[config.mk]
export PLATFORM = sky130hd
export DESIGN_NAME = urv_mem_arbiter
export DESIGN_NICKNAME = d
export VERILOG_FILES = /design/src/rtl/urv_mem_pkg.sv /design/src/rtl/urv_arb_prio.sv /design/src/rtl/urv_mem_arbiter.sv
export SDC_FILE = /design/constraint.sdc
export NUM_CORES = 1
export LEC_CHECK = 0
export ABC_AREA = 1
export CAP_MARGIN = 20
export CORE_AREA = 2 2 125 127
export DETAILED_ROUTE_END_ITERATION = 6
export DIE_AREA = 0 0 127 129
export DONT_BUFFER_PORTS = 1
export HOLD_SLACK_MARGIN = 0.12
export SLEW_MARGIN = 0
export SYNTH_ARGS = -nofsm -noshare
export SYNTH_HDL_FRONTEND = slang
export SYNTH_SLANG_ARGS = --single-unit
[constraint.sdc]
create_clock -name clk_i -period 3.9 [get_ports clk_i]
set_input_delay 0.585 -clock clk_i [delete_from_list [all_inputs] [get_ports clk_i]]
set_output_delay 0.585 -clock clk_i [all_outputs]
set_load 0.02 [all_outputs]
[src/rtl/urv_mem_pkg.sv]
// Shared types and constants for the urv_cpu single-port memory arbiter.
package urv_mem_pkg;

  typedef enum logic [1:0] {
    TAG_NONE   = 2'd0,
    TAG_IFETCH = 2'd1,
    TAG_DLOAD  = 2'd2,
    TAG_DIO    = 2'd3
  } tag_e;

  typedef enum logic [1:0] {
    REQ_NONE  = 2'd0,
    REQ_FETCH = 2'd1,
    REQ_LOAD  = 2'd2,
    REQ_STORE = 2'd3
  } req_kind_e;

  localparam logic [31:0] IO_ADDR_DEFAULT = 32'h1000_0000;

endpackage

[src/rtl/urv_arb_prio.sv]
// Eligibility masking and data-over-fetch grant selection.
// With URV_ARB_FAIR_EN defined, a starvation counter forces a fetch grant.
module urv_arb_prio
  import urv_mem_pkg::*;
#(
  parameter int unsigned STARVE_MAX = 4
) (
  input  logic clk_i,
  input  logic rst_i,
  input  logic im_req_i,
  input  logic dm_req_i,
  input  logic fetch_busy_i,
  input  logic data_busy_i,
  output logic gnt_fetch_o,
  output logic gnt_data_o
);

  logic fetch_elig;
  logic data_elig;
  logic fetch_first;

  // A requester with a response in flight sits out this cycle.
  assign fetch_elig = im_req_i && !fetch_busy_i && !rst_i;
  assign data_elig  = dm_req_i && !data_busy_i && !rst_i;

`ifdef URV_ARB_FAIR_EN
  localparam int unsigned CW = $clog2(STARVE_MAX + 1);

  logic [CW-1:0] starve_q;

  assign fetch_first = (starve_q >= CW'(STARVE_MAX));

  // Counts data grants that overtook an eligible fetch.
  always_ff @(posedge clk_i) begin
    if (rst_i) begin
      starve_q <= '0;
    end else if (gnt_fetch_o) begin
      starve_q <= '0;
    end else if (gnt_data_o && fetch_elig && !fetch_first) begin
      starve_q <= starve_q + CW'(1);
    end
  end
`else
  logic unused_fair;

  assign fetch_first = 1'b0;
  assign unused_fair = clk_i ^ (STARVE_MAX == 0);
`endif

  assign gnt_fetch_o = fetch_elig && (!data_elig || fetch_first);
  assign gnt_data_o  = data_elig && !gnt_fetch_o;

endmodule

[src/rtl/urv_mem_arbiter.sv]
// Shares one single-port RAM between urv_cpu fetch and data ports, with one I/O word.
// Optional fetch starvation guard: define URV_ARB_FAIR_EN.
module urv_mem_arbiter
  import urv_mem_pkg::*;
#(
  parameter int unsigned ADDR_BITS  = 16,
  parameter logic [31:0] IO_ADDR    = IO_ADDR_DEFAULT,
  parameter int unsigned STARVE_MAX = 4
) (
  input  logic                 clk_i,
  input  logic                 rst_i,
  input  logic                 im_req_i,
  input  logic [31:0]          im_addr_i,
  output logic [31:0]          im_data_o,
  output logic                 im_valid_o,
  input  logic [31:0]          dm_addr_i,
  input  logic [31:0]          dm_data_s_i,
  input  logic [3:0]           dm_data_select_i,
  input  logic                 dm_load_i,
  input  logic                 dm_store_i,
  output logic [31:0]          dm_data_l_o,
  output logic                 dm_load_done_o,
  output logic                 dm_store_done_o,
  output logic                 dm_ready_o,
  output logic                 ram_en_o,
  output logic [ADDR_BITS-3:0] ram_addr_o,
  output logic [3:0]           ram_we_o,
  output logic [31:0]          ram_wdata_o,
  input  logic [31:0]          ram_rdata_i,
  output logic                 io_we_o,
  output logic [31:0]          io_wdata_o,
  input  logic [31:0]          io_rdata_i
);

  tag_e        tag_q;
  logic        store_done_q;
  logic [31:0] io_hold_q;

  req_kind_e   dm_kind;
  logic        dm_is_io;
  logic        fetch_busy;
  logic        data_busy;
  logic        gnt_fetch;
  logic        gnt_data;
  logic        unused_im_addr;

  // Store wins if the CPU ever raises load and store together.
  assign dm_kind    = dm_store_i ? REQ_STORE : (dm_load_i ? REQ_LOAD : REQ_NONE);
  assign dm_is_io   = (dm_addr_i == IO_ADDR);
  assign fetch_busy = (tag_q == TAG_IFETCH);
  assign data_busy  = (tag_q == TAG_DLOAD) || (tag_q == TAG_DIO) || store_done_q;

  assign unused_im_addr = ^{im_addr_i[31:ADDR_BITS], im_addr_i[1:0]};

  urv_arb_prio #(
    .STARVE_MAX (STARVE_MAX)
  ) u_prio (
    .clk_i        (clk_i),
    .rst_i        (rst_i),
    .im_req_i     (im_req_i),
    .dm_req_i     (dm_kind != REQ_NONE),
    .fetch_busy_i (fetch_busy),
    .data_busy_i  (data_busy),
    .gnt_fetch_o  (gnt_fetch),
    .gnt_data_o   (gnt_data)
  );

  // RAM and I/O strobes are driven in the grant cycle.
  always_comb begin
    ram_en_o    = 1'b0;
    ram_addr_o  = '0;
    ram_we_o    = '0;
    ram_wdata_o = '0;
    io_we_o     = 1'b0;
    io_wdata_o  = '0;
    if (gnt_data) begin
      if (dm_is_io) begin
        if (dm_kind == REQ_STORE) begin
          io_we_o    = 1'b1;
          io_wdata_o = dm_data_s_i;
        end
      end else begin
        ram_en_o   = 1'b1;
        ram_addr_o = dm_addr_i[ADDR_BITS-1:2];
        if (dm_kind == REQ_STORE) begin
          ram_we_o    = dm_data_select_i;
          ram_wdata_o = dm_data_s_i;
        end
      end
    end else if (gnt_fetch) begin
      ram_en_o   = 1'b1;
      ram_addr_o = im_addr_i[ADDR_BITS-1:2];
    end
  end

  // Owner of the response arriving next cycle.
  always_ff @(posedge clk_i) begin
    if (rst_i) begin
      tag_q        <= TAG_NONE;
      store_done_q <= 1'b0;
      io_hold_q    <= '0;
    end else begin
      tag_q        <= TAG_NONE;
      store_done_q <= 1'b0;
      if (gnt_data) begin
        if (dm_kind == REQ_STORE) begin
          store_done_q <= 1'b1;
        end else if (dm_is_io) begin
          tag_q     <= TAG_DIO;
          io_hold_q <= io_rdata_i;
        end else begin
          tag_q <= TAG_DLOAD;
        end
      end else if (gnt_fetch) begin
        tag_q <= TAG_IFETCH;
      end
    end
  end

  // Response steering; reset suppresses any pulse from a discarded access.
  always_comb begin
    im_valid_o      = 1'b0;
    im_data_o       = '0;
    dm_load_done_o  = 1'b0;
    dm_data_l_o     = '0;
    dm_store_done_o = store_done_q && !rst_i;
    dm_ready_o      = rst_i || !data_busy;
    if (!rst_i) begin
      case (tag_q)
        TAG_IFETCH: begin
          im_valid_o = 1'b1;
          im_data_o  = ram_rdata_i;
        end
        TAG_DLOAD: begin
          dm_load_done_o = 1'b1;
          dm_data_l_o    = ram_rdata_i;
        end
        TAG_DIO: begin
          dm_load_done_o = 1'b1;
          dm_data_l_o    = io_hold_q;
        end
        default: ;
      endcase
    end
  end

endmodule
==> metrics.md <==
| Metric | Value |
|---|---|
| Initial core utilization | 21.81% |
| Reg2reg setup slack | 2.07 ns |
| Core footprint | 14,980 sq um |
| Largest net degree at the start of global routing | 70 |
| Total GRT Usage | 15.21% |
| WP data required | 3.31 ns |
| IO Count | 321 |
| Starting DRC count in detailed routing | 250 |
| Critical path class | register to primary output |
| Fillers | 1,748 |
| # diodes | 0 |
| Final Cell Area | 3983 sq um |
| I/O Buffers | 0 |
| Worst Path Arrival | 2.28 ns |
| Clock tree buffer depth | 2 |
| Status | completed |
| Static leakage | 0.001822 uW |
| Highest Clock Rate | 348.5 MHz |
| GPL Wtd Cong | 0.8937 |
| Initial antenna violation count | 1 |
| First-pass GRT wire length | 19.55 mm |
| Area growth syn-to-layout | 21.91% |
| Die Footprint | 16,380 sq um |
| Seq/Total Area, Yosys | 21.45% |
| Worst Setup Start Kind | register |
| Post-cts resize count | 0 |
| Final wirelength | 13.74 mm |
| Maximum fanout along the worst path | 33 |
| Syn_area_per_cell | 5.186 sq um |
| DRC | 0 |
| Top Layer Used | met5 |
| Height of the die | 129 um |
| Largest area contributor in the netlist | dfxtp_1 |
| Yosys top cell area share | 21.45% |
| Clock slew at reported path FFs | 0.06 ns |
| Synth area leaders | dfxtp_1 21%, nor2_1 16%, nand3_1 15%, nand2_1 12%, inv_1 9.9% |
| Clk_skew | 0.002216 ns |
| Setup TNS | 0 ns |
| DRT Pass-1 Iters | 5 |
| CTS tree | built |
| Maximum vdd drop | 0.0001404 V |
| Total gr overflow | 0 |
| Worst-skew pair later-pin latency | 0.28 ns |
| Post-CTS Setup Inserts | 0 |
| CTS Buf Count | 5 |
| Synth Cell Area | 3267 sq um |
| Syn nets | 799 |
| Crit share post-route | 73.59% |
| CTS sink cnt | 35 |
| DR vias/cell | 4.837 |
| RSZ-0062 raised after global routing | false |
| Tmin final | 2.870 ns |
| Post-CTS Hold Fix Bufs | 0 |
| Vias in the first global route | 3,522 |
| Synthesized instance count | 630 |
| Multi-input gate area | 1996 sq um |
| Die width | 127 um |
| Power per cell area | 253.2 nW/um^2 |
| Synthesis Warnings | 0 |
| Metal3 WL | 1.165 mm |
| FF+latch area | 701.9 sq um |
| Endpoints failing setup | 0 |
| Via Count | 4,097 |
| Pins Over Slew Limit | 0 |
| Synth unique cells | 19 |
| Std-Cell Rows | 45 |
| Placed Area | 3819 sq um |
| M1 WL | 6.009 mm |
| Post-DP HPWL | 10.13 mm |
| Clock root cell | clkbuf_16 |
| Max cap viols | 0 |
| H-Tree Level Count | 2 |
| Critical Path Sink Type | primary output |
| Routed wire per std cell | 16.23 um |
| Yosys reg bits | 35 |
| Layout cells sized above 1 | 13.96% |
| Tightest Hold Check Type | register to register |
| Final Hold Viols | 0 |
| Met2 routed WL | 6.341 mm |
| Least-Margin Pin Slew | 0.7852 ns |
| Slew Limit Headroom | 47.65% |
| Antenna Violating Nets Remaining | 0 |
| Final nets | 828 |
| Placed cells | 839 |
| Layout Cells excl Fill | 847 |
[layout by cell type (no fill, tap or decap), drive strengths merged]
master,count
nor3,32
nor2,141
dfxtp,35
nand2,104
a21oi,64
nand4,1
nand3,96
buf,75
clkinv,1
clkbuf,6
inv,88
o21ai,16
[logic make-up (layout without fill, tap and decap cells)]
group | after synthesis | after routing | share of synthesized area, %
DFF | 35 | 35 | 21.45
and+or+nand+nor | 374 | 374 | 48.49
buffers and inverters | 141 | 170 | 17.69
AOI/OAI and AO/OA | 80 | 80 | 12.37
[path summary, 6_finish.rpt]
check                             startpoint       endpoint  cells past startpoint
worst min-delay path            io_hold_q[0]   io_hold_q[0]                      2
worst max-delay path                tag_q[1]  io_wdata_o[1]                      7
worst max register to register      tag_q[1]  io_hold_q[16]                      9
worst min register to register  io_hold_q[0]   io_hold_q[0]                      2
[state kept, by name, indices dropped and copies added, names as in the netlist]
| register | count |
|---|---|
| store_done_q | 1 |
| io_hold_q | 32 |
| tag_q | 2 |
[metrics by stage]
stage / util (%) / power, uW / hold slack [ns] / setup slack (ns)
global route: 26.59 / 1061 / 0.5051 / 0.7535
global placement: 25.50 / 613.5 / 0.4581 / 1.232
finish: 26.59 / 1008 / 0.4796 / 1.030
detailed placement: 25.50 / 614.7 / 0.4668 / 1.201
CTS: 26.46 / 1023 / 0.4827 / 1.028
floorplan: - / 552.3 / 0.4512 / 1.571
[worst max-delay path, stage by stage, from the launching register on]
cell,delay [ns]
dfxtp_2,0.33
nor2_1,0.12
o21ai_2,0.10
nor2_4,0.34
nand2_2,0.10
inv_2,0.14
nand2_2,0.33
nor2_1,0.53
[where the power goes]
part / internal (uW) / switching [uW] / leakage, uW
sequential: 359 / 1.01 / 0.000283
combinational: 72.9 / 174 / 0.00147
clock: 249 / 151 / 0.0000727
total: 682 / 327 / 0.00182
[layer usage]
| layer | vias to the layer above | GRT usage, % |
|---|---|---|
| met5 | - | 0 |
| met4 | 2 | 3.943 |
| met3 | 13 | 4.782 |
| met2 | 214 | 24.00 |
| met1 | 1843 | 20.20 |
| li1 | 2025 | - |
[cell usage after synthesis, drive strengths merged]
| library cell | number |
|---|---|
| buf | 33 |
| a21oi | 64 |
| nand4 | 1 |
| nor2 | 141 |
| inv | 88 |
| dfxtp | 35 |
| clkbuf | 20 |
| nor3 | 32 |
| o21ai | 16 |
| nand3 | 96 |
| nand2 | 104 |
[final cells by class]
cell class / count / area share, %
clock inverter: 1 / 0.1257
clock buffer: 6 / 3.487
inverter: 88 / 8.294
multi-input combinational: 454 / 50.11
tap: 188 / 5.906
sequential: 35 / 17.62
timing repair buffer: 75 / 14.45
(Power assumes the default switching activity.)
